[src/rtl/program_loader_if.sv]
// program_loader_if: byte-stream handshake, control and instruction-memory write port of the loader.
interface program_loader_if #(parameter int ADDR_W = 8);
  logic              start_i;
  logic [7:0]        byte_i;
  logic              byte_valid_i;
  logic              byte_ready_o;
  logic [ADDR_W-1:0] ins_addr_o;
  logic [31:0]       ins_data_o;
  logic              ins_wea_o;
  logic              cpu_hold_o;
  logic              done_o;
  logic              error_o;
  modport master (
    output start_i, byte_i, byte_valid_i,
    input  byte_ready_o, ins_addr_o, ins_data_o, ins_wea_o, cpu_hold_o, done_o, error_o
  );
  modport slave (
    input  start_i, byte_i, byte_valid_i,
    output byte_ready_o, ins_addr_o, ins_data_o, ins_wea_o, cpu_hold_o, done_o, error_o
  );
endinterface

[src/rtl/program_loader.sv]
// program_loader: loads a length-prefixed big-endian word stream into instruction memory,
// holding the core in reset until a load completes successfully.
module program_loader #(
  parameter int DEPTH  = 256,
  parameter int ADDR_W = 8
) (
  input  logic              clk,
  input  logic              rst_n,
  program_loader_if.slave   bus
);
  localparam logic [2:0] IDLE   = 3'd0;
  localparam logic [2:0] LEN_HI = 3'd1;
  localparam logic [2:0] LEN_LO = 3'd2;
  localparam logic [2:0] DATA   = 3'd3;
  localparam logic [2:0] WRITE  = 3'd4;
  localparam logic [2:0] DONE   = 3'd5;
  localparam logic [2:0] ERR    = 3'd6;
  localparam logic [15:0] MAX_CNT = 16'(DEPTH);

  logic [2:0]        state_q, state_d;
  logic [15:0]       count_q, count_d;
  logic [15:0]       idx_q, idx_d;
  logic [1:0]        bcnt_q, bcnt_d;
  logic [ADDR_W-1:0] addr_q, addr_d;
  logic [31:0]       data_q, data_d;
  logic              ready_q, wea_q, hold_q, done_q, err_q;
  logic              xfer;

  assign xfer = bus.byte_valid_i & ready_q;

  always_comb begin
    state_d = state_q;
    count_d = count_q;
    idx_d   = idx_q;
    bcnt_d  = bcnt_q;
    addr_d  = addr_q;
    data_d  = data_q;
    case (state_q)
      IDLE, DONE, ERR: if (bus.start_i) begin
        state_d = LEN_HI;
        idx_d   = '0;
        addr_d  = '0;
      end
      LEN_HI: if (xfer) begin
        count_d = {bus.byte_i, count_q[7:0]};
        state_d = LEN_LO;
      end
      LEN_LO: if (xfer) begin
        count_d = {count_q[15:8], bus.byte_i};
        bcnt_d  = '0;
        state_d = (count_d == 16'd0) ? DONE : (count_d > MAX_CNT) ? ERR : DATA;
      end
      DATA: if (xfer) begin
        data_d  = {data_q[23:0], bus.byte_i};
        bcnt_d  = bcnt_q + 2'd1;
        state_d = (bcnt_q == 2'd3) ? WRITE : DATA;
      end
      WRITE: begin
        addr_d  = addr_q + ADDR_W'(1);
        idx_d   = idx_q + 16'd1;
        state_d = (idx_d == count_q) ? DONE : DATA;
      end
      default: state_d = IDLE;
    endcase
  end

  // Outputs are registered from the next state so they line up with the state they describe.
  always_ff @(posedge clk or negedge rst_n) begin
    if (!rst_n) begin
      state_q <= IDLE;
      count_q <= '0;
      idx_q   <= '0;
      bcnt_q  <= '0;
      addr_q  <= '0;
      data_q  <= '0;
      ready_q <= 1'b0;
      wea_q   <= 1'b0;
      hold_q  <= 1'b1;
      done_q  <= 1'b0;
      err_q   <= 1'b0;
    end else begin
      state_q <= state_d;
      count_q <= count_d;
      idx_q   <= idx_d;
      bcnt_q  <= bcnt_d;
      addr_q  <= addr_d;
      data_q  <= data_d;
      ready_q <= (state_d == LEN_HI) || (state_d == LEN_LO) || (state_d == DATA);
      wea_q   <= state_d == WRITE;
      hold_q  <= state_d != DONE;
      done_q  <= state_d == DONE;
      err_q   <= state_d == ERR;
    end
  end

  assign bus.byte_ready_o = ready_q;
  assign bus.ins_addr_o   = addr_q;
  assign bus.ins_data_o   = data_q;
  assign bus.ins_wea_o    = wea_q;
  assign bus.cpu_hold_o   = hold_q;
  assign bus.done_o       = done_q;
  assign bus.error_o      = err_q;
endmodule

[src/flat_wrapper.sv]
// flat-port wrapper written by rule: the top's interface ports become plain ports
module program_loader_flat 
#(
  parameter int DEPTH  = 256,
  parameter int ADDR_W = 8
)
  (clk, rst_n, bus_start_i, bus_byte_i, bus_byte_valid_i, bus_byte_ready_o, bus_ins_addr_o, bus_ins_data_o, bus_ins_wea_o, bus_cpu_hold_o, bus_done_o, bus_error_o);
  program_loader_if #(.ADDR_W(ADDR_W)) bus_i ();
  input  logic clk;
  input  logic rst_n;
  input wire logic [$bits(bus_i.start_i)-1:0] bus_start_i;
  input wire logic [$bits(bus_i.byte_i)-1:0] bus_byte_i;
  input wire logic [$bits(bus_i.byte_valid_i)-1:0] bus_byte_valid_i;
  output wire logic [$bits(bus_i.byte_ready_o)-1:0] bus_byte_ready_o;
  output wire logic [$bits(bus_i.ins_addr_o)-1:0] bus_ins_addr_o;
  output wire logic [$bits(bus_i.ins_data_o)-1:0] bus_ins_data_o;
  output wire logic [$bits(bus_i.ins_wea_o)-1:0] bus_ins_wea_o;
  output wire logic [$bits(bus_i.cpu_hold_o)-1:0] bus_cpu_hold_o;
  output wire logic [$bits(bus_i.done_o)-1:0] bus_done_o;
  output wire logic [$bits(bus_i.error_o)-1:0] bus_error_o;
  assign bus_i.start_i = bus_start_i;
  assign bus_i.byte_i = bus_byte_i;
  assign bus_i.byte_valid_i = bus_byte_valid_i;
  assign bus_byte_ready_o = bus_i.byte_ready_o;
  assign bus_ins_addr_o = bus_i.ins_addr_o;
  assign bus_ins_data_o = bus_i.ins_data_o;
  assign bus_ins_wea_o = bus_i.ins_wea_o;
  assign bus_cpu_hold_o = bus_i.cpu_hold_o;
  assign bus_done_o = bus_i.done_o;
  assign bus_error_o = bus_i.error_o;
  program_loader #(.DEPTH(DEPTH), .ADDR_W(ADDR_W)) u_core (.clk(clk), .rst_n(rst_n), .bus(bus_i));
endmodule
[config.mk]
export PLATFORM = sky130hd
export DESIGN_NAME = program_loader_flat
export DESIGN_NICKNAME = d
export VERILOG_FILES = /design/src/rtl/program_loader_if.sv /design/src/rtl/program_loader.sv /design/src/flat_wrapper.sv
export SDC_FILE = /design/constraint.sdc
export NUM_CORES = 1
export LEC_CHECK = 0
export ABC_AREA = 1
export BUFFER_PORTS_ARGS = -buffer_cell sky130_fd_sc_hd__buf_2
export CAP_MARGIN = 15
export CORE_MARGIN = 3
export CORE_UTILIZATION = 55
export DETAILED_ROUTE_END_ITERATION = 10
export PLACE_DENSITY = 0.77
export SYNTH_ARGS = -nofsm -noshare
export SYNTH_HDL_FRONTEND = slang
export SYNTH_SLANG_ARGS = --single-unit
[constraint.sdc]
create_clock -name clk -period 2.16 [get_ports clk]
set_input_delay 0.216 -clock clk [delete_from_list [all_inputs] [get_ports clk]]
set_output_delay 0.216 -clock clk [all_outputs]
set_load 0.02 [all_outputs]
==> out/results.tsv, run 1 <==
stage	metric	value	unit
grt	track_usage	0.257	
floorplanning	start_util	0.573	
setup_path	r2r_slack	0.09	ns
yosys	synth.most_common_cell	nand2_1	
place	placedCellCount	722	
cells_and_area	drive_gt1_frac	0.199	
yosys	syn_inst	570	
grt	antenna_found_initial	0	
power_and_ir_drop	switching_share	0.417	
yosys	yosysWarnings	0	
yosys	synth.top_cell.area_share	0.482	
timing	fin_tns_setup	0	ns
cells_and_area	area_delta_synth_final	19.8	%
yosys	synth_edf_count	0	
setup_path	worst_setup_path_start_kind	flip-flop	
place	port_buffers	56	
timing	worstMarginPinSlew	0.519	ns
cts	cts_buffers	9	
yosys	ys_ff_latch	82	
timing	rsz0062_at_grt	yes	
place	gp_congestion	0.995	
yosys	yosysUniqueCellTypes	28	
timing	post-route-period-util	0.958	
power_and_ir_drop	pwr-share-seq	0.388	
yosys	synth_area_leaders	dfrtp_1 (48%), nand2_1 (19%), nand3_1 (7.1%), inv_1 (5.6%), o21ai_0 (5.0%)	
power_and_ir_drop	total_power	6070	uW
setup_path	setup.worst_path.class	reg2reg	
floorplanning	num_io_pins	57	
floorplanning	core	7330	um^2
power_and_ir_drop	ir_drop	0.800	mV
route	drt-total-wl	10800	um
timing	slew_headroom	0.653	
timing	min_period	2.07	ns
setup_path	endpoint_kind	flip-flop	
cts	cts.path.max_buffers	2	
yosys	synth_fp_nets	585	
route	via_per_inst	5.42	
timing	hold_viol	0	
cells_and_area	num_antenna_cells	0	
power_and_ir_drop	p_leak	0.00259	uW
power_and_ir_drop	p_comb_frac	0.382	
setup_path	path_max_fanout	7	
power_and_ir_drop	p_clk_frac	0.231	
route	vias	4054	
place	postPlaceCellArea	4640	um^2
grt	grt_pass1_wl	17600	um
route	drt-initial-drc-count	285	
yosys	ys_async_sr_fraction	1.00	
yosys	ys_seq_area_frac	0.488	
place	post-place-ws	0.125	ns
job	cap_violations	0	
floorplanning	die_area	8730	um^2
power_and_ir_drop	p_int	3540	uW
cts	clk_pin_slew_worst_paths	0.09	ns
yosys	synth_flop_cell	dfrtp_1	
cells_and_area	fin_area	5040	um^2
cells_and_area	final_nets	659	
route	remaining_drc_errors	0	
cts	clkLatencyLatePin	0.36	ns
yosys	ys_top_cells_by_count	nand2_1 (211), dfrtp_1 (81), inv_1 (63)	
cells_and_area	final_cells	748	
timing	fmax	483	MHz
setup_path	worstPathRequired	2.45	ns
grt	grt_start_max_net_pins	45	
setup_path	worstPathArrival	2.36	ns
floorplanning	rows	31	
yosys	netlist_area	4200	um^2
cts	clock_sinks	82	
cts	htree_num_levels	3	
timing	drv_slew	0	
hold_path	hold_class	in2reg	
route	drtPass1Iterations	5	
power_and_ir_drop	switchingPower	2530	uW
cts	cts-root-buf	clkbuf_8	
cts	cts_tree	done	
place	dp_hpwl	7770	um
yosys	syn_avg_cell_area	7.38	um^2
floorplanning	die_x	93.4	um
outcome	status	finished clean	
floorplanning	die_y	93.4	um
timing	setup_viol	0	
timing	setup_slack	0.0913	ns
route	ant_nets	0	
timing	fin_worst_skew	0.00972	ns
power_and_ir_drop	power_density	1210	nW/um^2
grt	grt_pass1_vias	3790	
route	wl_per_cell	14.5	um
yosys	post-synth-top-area-cell	dfrtp_1	
grt	grt_remaining_overflow	0	
## layout make-up
class	count	area [um^2]
Clock buffer	9	124
Timing Repair Buffer	75	440
Multi-Input combinational cell	409	1910
Clock inverter	7	130
Sequential cell	82	2060
Tap cell	99	124
Fill cell	599	2290
Inverter	67	251
## sequential cells by signal, summed over array words and instances, names as in the netlist
signal	count
u_core.bus.ins_data_o	32
u_core.count_q	16
u_core.idx_q	16
u_core.bus.ins_addr_o	8
u_core.state_q	3
u_core.bcnt_q	2
u_core.bus.byte_ready_o	1
u_core.bus.cpu_hold_o	1
u_core.bus.done_o	1
u_core.bus.error_o	1
u_core.bus.ins_wea_o	1
## power groups by stage
stage	registers [uW]	logic (uW)	clock network [uW]
global route	2400	2630	1480
floorplan	2580	1220	0
CTS	2330	2220	1420
finish	2350	2320	1400
global placement	2340	2160	0
detailed placement	2360	2210	0
## logic make-up after synthesis
logic type,share of synthesized area
flip-flops,0.488
AO/OA/AOI/OAI,0.0866
buffers and inverters,0.0726
AND/OR/NAND/NOR,0.343
adder cells (fa/ha/maj),0.00893
## cells in the final DEF (no fill, tap or decap), drive strengths merged
master	n
clkbuf	9
or2	1
a32o	1
inv	71
a211oi	1
dfrtp	81
o21ai	43
nand3b	2
nor2	49
dfstp	1
nor4	2
nand4	8
nor3	4
dlygate4sd3	1
a21oi	7
bufinv	3
ha	3
o32ai	2
o22ai	11
nand2	214
buf	74
a31oi	1
nand3	60
## repair_timing
item,in CTS,in global routing
hold buffers,1,0
resized for setup,0,23
endpoints found under the setup margin,0,5
hold endpoints to repair,38,0
setup buffers,0,9
## per-layer routing
layer,global-route usage,routed length (um)
met1,0.344,4630
met2,0.418,5310
met3,0.0338,623
met4,0.111,281
met5,0,0
## critical path, stage by stage, from the launching register on
cell and delay (ns):
dfrtp_2 0.42, ha_4 0.17, nand2_2 0.08, nor2_4 0.20, nand3_1 0.11, nand2_1 0.11
nand2_1 0.10, nand2_1 0.07, nand2_1 0.04, nor2_1 0.11, nand3_1 0.10, nor2_2 0.14
nand2_1 0.07, nand2_2 0.12, nand2_2 0.05, nor2_2 0.10
## final timing paths
kind / startpoint / endpoint / cells past startpoint
max: u_core.idx_q[1]$_DFFE_PN0P_ / u_core.bus.error_o$_DFF_PN0_ / 15
min: bus_byte_i[6] / u_core.count_q[14]$_DFFE_PN0P_ / 3
max reg2reg: u_core.idx_q[1]$_DFFE_PN0P_ / u_core.bus.error_o$_DFF_PN0_ / 15
min reg2reg: u_core.bus.ins_addr_o[7]$_DFFE_PN0P_ / u_core.bus.ins_addr_o[7]$_DFFE_PN0P_ / 1
max in group asynchronous: rst_n / u_core.bus.cpu_hold_o$_DFF_PN1_ / 3
min in group asynchronous: rst_n / u_core.count_q[7]$_DFFE_PN0P_ / 2
## stage by stage
stage               hold slack, ns   util
floorplan                  -0.0796      -
global placement             0.221  0.633
detailed placement           0.225  0.633
CTS                         0.0927  0.669
global route                 0.130  0.687
finish                       0.101  0.687
Note: power is estimated with default switching activity, not from simulation.
==> run 2, diff against run 1 <==
--- a/config.mk
+++ b/config.mk
@@ -9,9 +9,10 @@
 export BUFFER_PORTS_ARGS = -buffer_cell sky130_fd_sc_hd__buf_2
 export CAP_MARGIN = 15
 export CORE_MARGIN = 3
-export CORE_UTILIZATION = 55
+export CORE_UTILIZATION = 45
 export DETAILED_ROUTE_END_ITERATION = 10
-export PLACE_DENSITY = 0.77
+export GPL_ROUTABILITY_DRIVEN = 0
+export PLACE_DENSITY = 0.65
 export SYNTH_ARGS = -nofsm -noshare
 export SYNTH_HDL_FRONTEND = slang
 export SYNTH_SLANG_ARGS = --single-unit
==> run 2 against run 1 <==
Net effect:
- maximum frequency rose by 1.7%
- clock skew barely moved
- sequential cell count did not move
- worst hold slack improved by 0.0025 ns
- critical path type unchanged
- largest cell class unchanged
==> out/results.tsv, run 2 (same netlist as run 1, synthesis figures left out) <==
stage	metric	value	unit	change
outcome	status	finished clean		
route	drtPass1Iterations	5		unchanged
setup_path	endpoint	u_core.bus.error_o$_DFF_PN0_		
timing	drv_slew	0		unchanged
timing	fmax	492	MHz	+1.7%
job	cap_violations	0		unchanged
setup_path	endpoint_kind	flip-flop		
timing	hold_ws	0.103	ns	+0.00249 ns
setup_path	cpMaxStageDelayCell	dfrtp_2		
cts	cts-root-buf	clkbuf_8		
grt	antenna_found_initial	0		unchanged
place	port_buffers	56		unchanged
cells_and_area	largest_reg_flops	32		unchanged
setup_path	path_max_fanout	7		unchanged
route	met2_length	5130	um	-3.5%
power_and_ir_drop	ir_drop	0.659	mV	-18%
timing	post-route-period-util	0.942		-0.0158
floorplanning	start_util	0.473		-0.101
power_and_ir_drop	power_density	1150	nW/um^2	-4.4%
place	placedCellCount	732		+1.4%
cells_and_area	finalCoreUtilization	0.558		-0.129
setup_path	rr_endpoint	u_core.bus.error_o$_DFF_PN0_		
cells_and_area	final_cells	751		+0.40%
cts	cts_buffers	9		unchanged
setup_path	critPathMaxStageDelay	0.42	ns	about the same
route	ant_nets	0		unchanged
setup_path	path_cells	ha_4, nand2_2, nor2_4, nand2_2, nand3_1, nand2_1, nor2_1, nand2_1, nor2_1, nand3_1, nor2_2, nand2_1, nand2_2, nand2_2, nor2_2		
cts	clock_sinks	82		unchanged
floorplanning	die_area	10500	um^2	+21%
grt	grt_pass1_vias	3745		-1.2%
timing	hold_viol	0		unchanged
setup_path	setup.worst_path.class	reg2reg		
cells_and_area	final_cell_mix	nand2_1 (205), dfrtp_1 (74), inv_1 (63), nand3_1 (55), buf_2 (55)		
route	met3_length	668	um	+7.2%
floorplanning	core	8890	um^2	+21%
timing	worstMarginPinSlew	0.587	ns	+0.0676 ns
place	dp_hpwl	8020	um	+3.2%
cells_and_area	num_antenna_cells	0		unchanged
timing	fin_worst_skew	0.0102	ns	+0.000484 ns
cts	clk_pin_slew_worst_paths	0.09	ns	about the same
setup_path	r2r_cells	15		unchanged
cells_and_area	area_delta_synth_final	17.9	%	
route	vias	3953		-2.5%
setup_path	worstPathArrival	2.34	ns	-0.02 ns
cts	htree_num_levels	3		unchanged
cts	cts_tree	done		
route	drt-total-wl	10800	um	-0.17%
floorplanning	die_x	103	um	+9.9%
route	drt-initial-drc-count	261		-8.4%
setup_path	r2r-start	u_core.idx_q[1]$_DFFE_PN0P_		
grt	grt_remaining_overflow	0		unchanged
route	dr.max_layer_used	met4		
power_and_ir_drop	p_leak	0.00250	uW	-3.4%
timing	min_period	2.03	ns	-0.0342 ns
cells_and_area	final_nets	653		-0.91%
setup_path	worst_setup_path_start_kind	flip-flop		
cts	cts.path.max_buffers	2		unchanged
timing	slew_headroom	0.609		-0.0447
grt	grt_start_max_net_pins	46		+2.2%
route	remaining_drc_errors	0		unchanged
floorplanning	num_io_pins	57		unchanged
setup_path	crit_top_cell	nand2_2		
floorplanning	die_y	103	um	+9.9%
route	wl_per_cell	14.4	um	-0.56%
route	via_per_inst	5.26		-2.9%
setup_path	crit_start	u_core.idx_q[1]$_DFFE_PN0P_		
grt	track_usage	0.208		-0.0481
hold_path	hold_class	in2reg		
cts	clkLatencyLatePin	0.37	ns	about the same
route	wl_met1	4800	um	+3.8%
timing	setup_viol	0		unchanged
cells_and_area	drive_gt1_frac	0.199		+0.000300
grt	grt_pass1_wl	17400	um	-1.1%
setup_path	worstPathRequired	2.47	ns	+0.02 ns
setup_path	r2r_slack	0.13	ns	+0.03 ns
cells_and_area	layout_commonest_cell	nand2_1		
floorplanning	rows	34		+9.7%
-- run 2: stage by stage --
step	total power, uW	setup slack (ns)	TNS [ns]	area (um^2)
5_1_grt	6130	-0.0291	-0.0347	4960
2_1_floorplan	3800	0.382	0	4200
4_1_cts	5650	0.0378	0	4860
6_report	5710	0.126	0	4960
3_3_place_gp	4530	0.157	0	4660
3_5_place_dp	4570	0.0489	0	4660
-- run 2: worst min-delay path by stage --
stage / end / from / depth (start not counted) / slack, ns
after floorplan: u_core.bcnt_q[0]$_DFFE_PN0P_ / rst_n / 0 / -0.08
after global placement: u_core.idx_q[13]$_DFFE_PN0P_ / rst_n / 1 / 0.26
after detailed placement: u_core.idx_q[13]$_DFFE_PN0P_ / rst_n / 1 / 0.27
after CTS: u_core.count_q[14]$_DFFE_PN0P_ / bus_byte_i[6] / 3 / 0.10
after global routing: u_core.count_q[5]$_DFFE_PN0P_ / bus_byte_i[5] / 3 / 0.14
final: u_core.count_q[14]$_DFFE_PN0P_ / bus_byte_i[6] / 3 / 0.10
-- run 2: where the power goes --
part           internal, uW  switching [uW]  leakage, uW
logic                   757            1540      0.00134
registers              1980             363      0.00107
clock network           437             626    0.0000930
-- run 2: cell type report --
cell class | instances | area [um^2]
flip-flops and latches | 82 | 2060
repair buffers | 69 | 395
inverters | 67 | 251
fillers | 854 | 3930
clock buffers | 9 | 124
clock inverters | 7 | 63.8
well taps | 108 | 135
multi-input cells | 409 | 1930
-- run 2: critical path, delay by kind of cell, from the launching register on --
kind / cells / cell delay (ns)
fa+ha+maj: 1 / 0.16
simple gates: 14 / 1.40
flops: 1 / 0.42
-- run 2: what timing repair did --
item | CTS | global route
hold buffers | 1 | 0
resized for setup | 0 | 28
endpoints found under the setup margin | 0 | 6
endpoints found under the hold margin | 44 | 0
buffers inserted | 0 | 2
-- run 2: metal layers --
layer | global-route usage | up-vias
met2 | 0.341 | 149
met5 | 0 | -
met4 | 0.0646 | 0
li1 | - | 1960
met1 | 0.275 | 1822
met3 | 0.0501 | 22
==> run 3, diff against run 2 <==
--- a/config.mk
+++ b/config.mk
@@ -10,9 +10,11 @@
 export CAP_MARGIN = 15
 export CORE_MARGIN = 3
 export CORE_UTILIZATION = 45
+export CTS_CLUSTER_DIAMETER = 100
 export DETAILED_ROUTE_END_ITERATION = 10
 export GPL_ROUTABILITY_DRIVEN = 0
-export PLACE_DENSITY = 0.65
+export HOLD_SLACK_MARGIN = 0.12
+export PLACE_DENSITY = 0.67
 export SYNTH_ARGS = -nofsm -noshare
 export SYNTH_HDL_FRONTEND = slang
 export SYNTH_SLANG_ARGS = --single-unit
==> constraint.sdc (replaced) <==
create_clock -name clk -period 1.63 [get_ports clk]
set_input_delay 0.163 -clock clk [delete_from_list [all_inputs] [get_ports clk]]
set_output_delay 0.163 -clock clk [all_outputs]
set_load 0.02 [all_outputs]
==> run 3 against run 2 <==
Net effect:
- the flow now finishes with violations (setup timing)
- clock skew rose by 0.0019 ns
- worst hold slack improved by 0.039 ns
- design area rose by 18%
- sequential cell count did not move
- register-to-register slack got worse by 0.58 ns
- utilization rose by 10 points
- global-route usage rose by 2.2 points
==> out/results.tsv, run 3 (same netlist as run 1, synthesis figures left out) <==
stage	metric	value	unit	change
outcome	status	complete, but fails checks		
outcome	violations	setup timing		
grt	grt_remaining_overflow	0		unchanged
timing	rsz0062_at_grt	yes		
cts	clkLatencyLatePin	0.36	ns	about the same
cts	htree_num_levels	3		unchanged
setup_path	r2r_cells	15		unchanged
route	via_per_inst	5.21		-1.0%
floorplanning	die_x	103	um	unchanged
timing	hold_ws	0.142	ns	+0.0388 ns
cells_and_area	num_antenna_cells	0		unchanged
timing	slew_headroom	0.690		+0.0812
floorplanning	core	8890	um^2	unchanged
cells_and_area	largest_reg_flops	32		unchanged
job	cap_violations	0		unchanged
cells_and_area	final_cell_mix	nand2_1 (192), buf_4 (92), dfrtp_1 (76), inv_1 (59), buf_2 (55)		
cells_and_area	layout_commonest_cell	nand2_1		
route	drt-total-wl	12300	um	+13%
setup_path	setup.worst_path.class	reg2reg		
floorplanning	die_y	103	um	unchanged
setup_path	worst_setup_path_start_kind	flip-flop		
timing	drv_slew	0		unchanged
setup_path	r2r_slack	-0.46	ns	-0.58 ns
route	drtPass1Iterations	5		unchanged
power_and_ir_drop	ir_drop	1.04	mV	+58%
place	postPlaceCellArea	5250	um^2	+13%
cts	clock_sinks	82		unchanged
timing	fmax	479	MHz	-2.5%
power_and_ir_drop	power_density	1460	nW/um^2	+27%
route	vias	4413		+12%
hold_path	hold_class	in2reg		
cts	cts-root-buf	clkbuf_8		
cts	clk_pin_slew_worst_paths	0.10	ns	about the same
timing	min_period	2.09	ns	+0.0526 ns
place	port_buffers	56		unchanged
floorplanning	start_util	0.473		unchanged
route	remaining_drc_errors	0		unchanged
cells_and_area	finalCoreUtilization	0.661		+0.103
floorplanning	rows	34		unchanged
cts	cts.path.max_buffers	2		unchanged
cts	cts_buffers	9		unchanged
grt	antenna_found_initial	0		unchanged
setup_path	worstPathRequired	1.92	ns	-0.55 ns
floorplanning	num_io_pins	57		unchanged
route	drt-initial-drc-count	272		+4.2%
cts	cts_tree	done		
timing	post-route-period-util	1.28		+0.339
setup_path	crit_start	u_core.idx_q[1]$_DFFE_PN0P_		
timing	worstMarginPinSlew	0.465	ns	-0.122 ns
setup_path	r2r-start	u_core.idx_q[1]$_DFFE_PN0P_		
grt	grt_pass1_wl	19100	um	+10%
place	dp_hpwl	8530	um	+6.4%
cells_and_area	drive_gt1_frac	0.329		+0.130
timing	hold_viol	0		unchanged
cells_and_area	final_nets	749		+15%
cells_and_area	fin_area	5880	um^2	+18%
cells_and_area	fillers	750		-12%
route	ant_nets	0		unchanged
setup_path	endpoint_kind	flip-flop		
cells_and_area	area_delta_synth_final	39.8	%	
place	placedCellCount	806		+10%
power_and_ir_drop	p_leak	0.00301	uW	+20%
setup_path	rr_endpoint	u_core.bus.error_o$_DFF_PN0_		
floorplanning	die_area	10500	um^2	unchanged
grt	grt_pass1_vias	4056		+8.3%
grt	track_usage	0.231		+0.0224
grt	grt_start_max_net_pins	41		-11%
setup_path	path_max_fanout	7		unchanged
cells_and_area	final_cells	847		+13%
timing	fin_worst_skew	0.0121	ns	+0.00187 ns
setup_path	worstPathArrival	2.38	ns	+0.04 ns
timing	setup_slack	-0.457	ns	-0.583 ns
timing	setup_viol	7		+7
route	wl_per_cell	14.5	um	+0.57%
setup_path	endpoint	u_core.bus.error_o$_DFF_PN0_		
power_and_ir_drop	total_power	8570	uW	+50%
## run 3: cell count changes in the layout (fill, tap and decap cells not counted), moves of 4 or more
cell	before	now
buf_4	12	92
nand2_1	205	192
nand2_2	9	20
o21ai_0	41	36
nor2_4	5	12
dlygate4sd3_1	1	13
nor2_1	35	27
inv_1	63	59
## run 3: report_power, final
group	internal [uW]	switching [uW]	leakage, uW
logic	1580	2400	0.00185
clock network	598	898	0.0000902
registers	2630	464	0.00107
total	4810	3770	0.00301
## run 3: worst min-delay path by stage
stage / start / end / cells after the start
final: bus_byte_i[1] / u_core.bus.ins_data_o[1]$_DFFE_PN0P_ / 3
after global routing: bus_byte_i[1] / u_core.bus.ins_data_o[1]$_DFFE_PN0P_ / 3
after CTS: bus_byte_i[1] / u_core.bus.ins_data_o[1]$_DFFE_PN0P_ / 3
after detailed placement: rst_n / u_core.idx_q[7]$_DFFE_PN0P_ / 1
after global placement: rst_n / u_core.idx_q[7]$_DFFE_PN0P_ / 1
after floorplan: rst_n / u_core.bcnt_q[0]$_DFFE_PN0P_ / 0
## run 3: repair_timing
item	CTS	global route
pin swaps	9	19
endpoints found under the setup margin	23	32
cloned	0	0
setup buffers	4	8
hold buffers	13	0
hold endpoints to repair	48	0
resized for setup	21	50
## run 3: final cells by class
cell class,count,area [um^2],share of cell area
repair buffers,165,1170,0.199
multi-input cells,409,2060,0.351
clock inverters,7,72.6,0.0124
flip-flops and latches,82,2060,0.351
well taps,108,135,0.0230
inverters,67,254,0.0432
clock buffers,9,124,0.0211
## run 3: worst max-delay path: stages (launching register included)
cell and delay (ns):
dfrtp_2 0.44, ha_4 0.18, nand2_4 0.06, nor2_4 0.25, nand3_2 0.15, nand2_2 0.12
nand2_2 0.08, nand2_1 0.07, nand2_1 0.05, nor2_1 0.12, nand3_1 0.13, nor2_4 0.11
nand2_1 0.07, nand2_2 0.09, nand2_2 0.05, nor2_2 0.07
## run 3: through the flow
step	setup slack, ns	setup TNS, ns
after floorplan	-0.101	-0.409
after global placement	-0.367	-2.01
after detailed placement	-0.454	-2.49
after CTS	-0.340	-1.82
after global routing	-0.584	-4.34
final	-0.457	-2.46
## run 3: per-layer routing
metal  vias to the layer above  wire, um  track usage
li1                       2162         -            -
met1                      2089      5420        0.314
met3                        24       658       0.0379
met4                         0       198       0.0696
met5                         -         0            0
met2                       138      6000        0.380
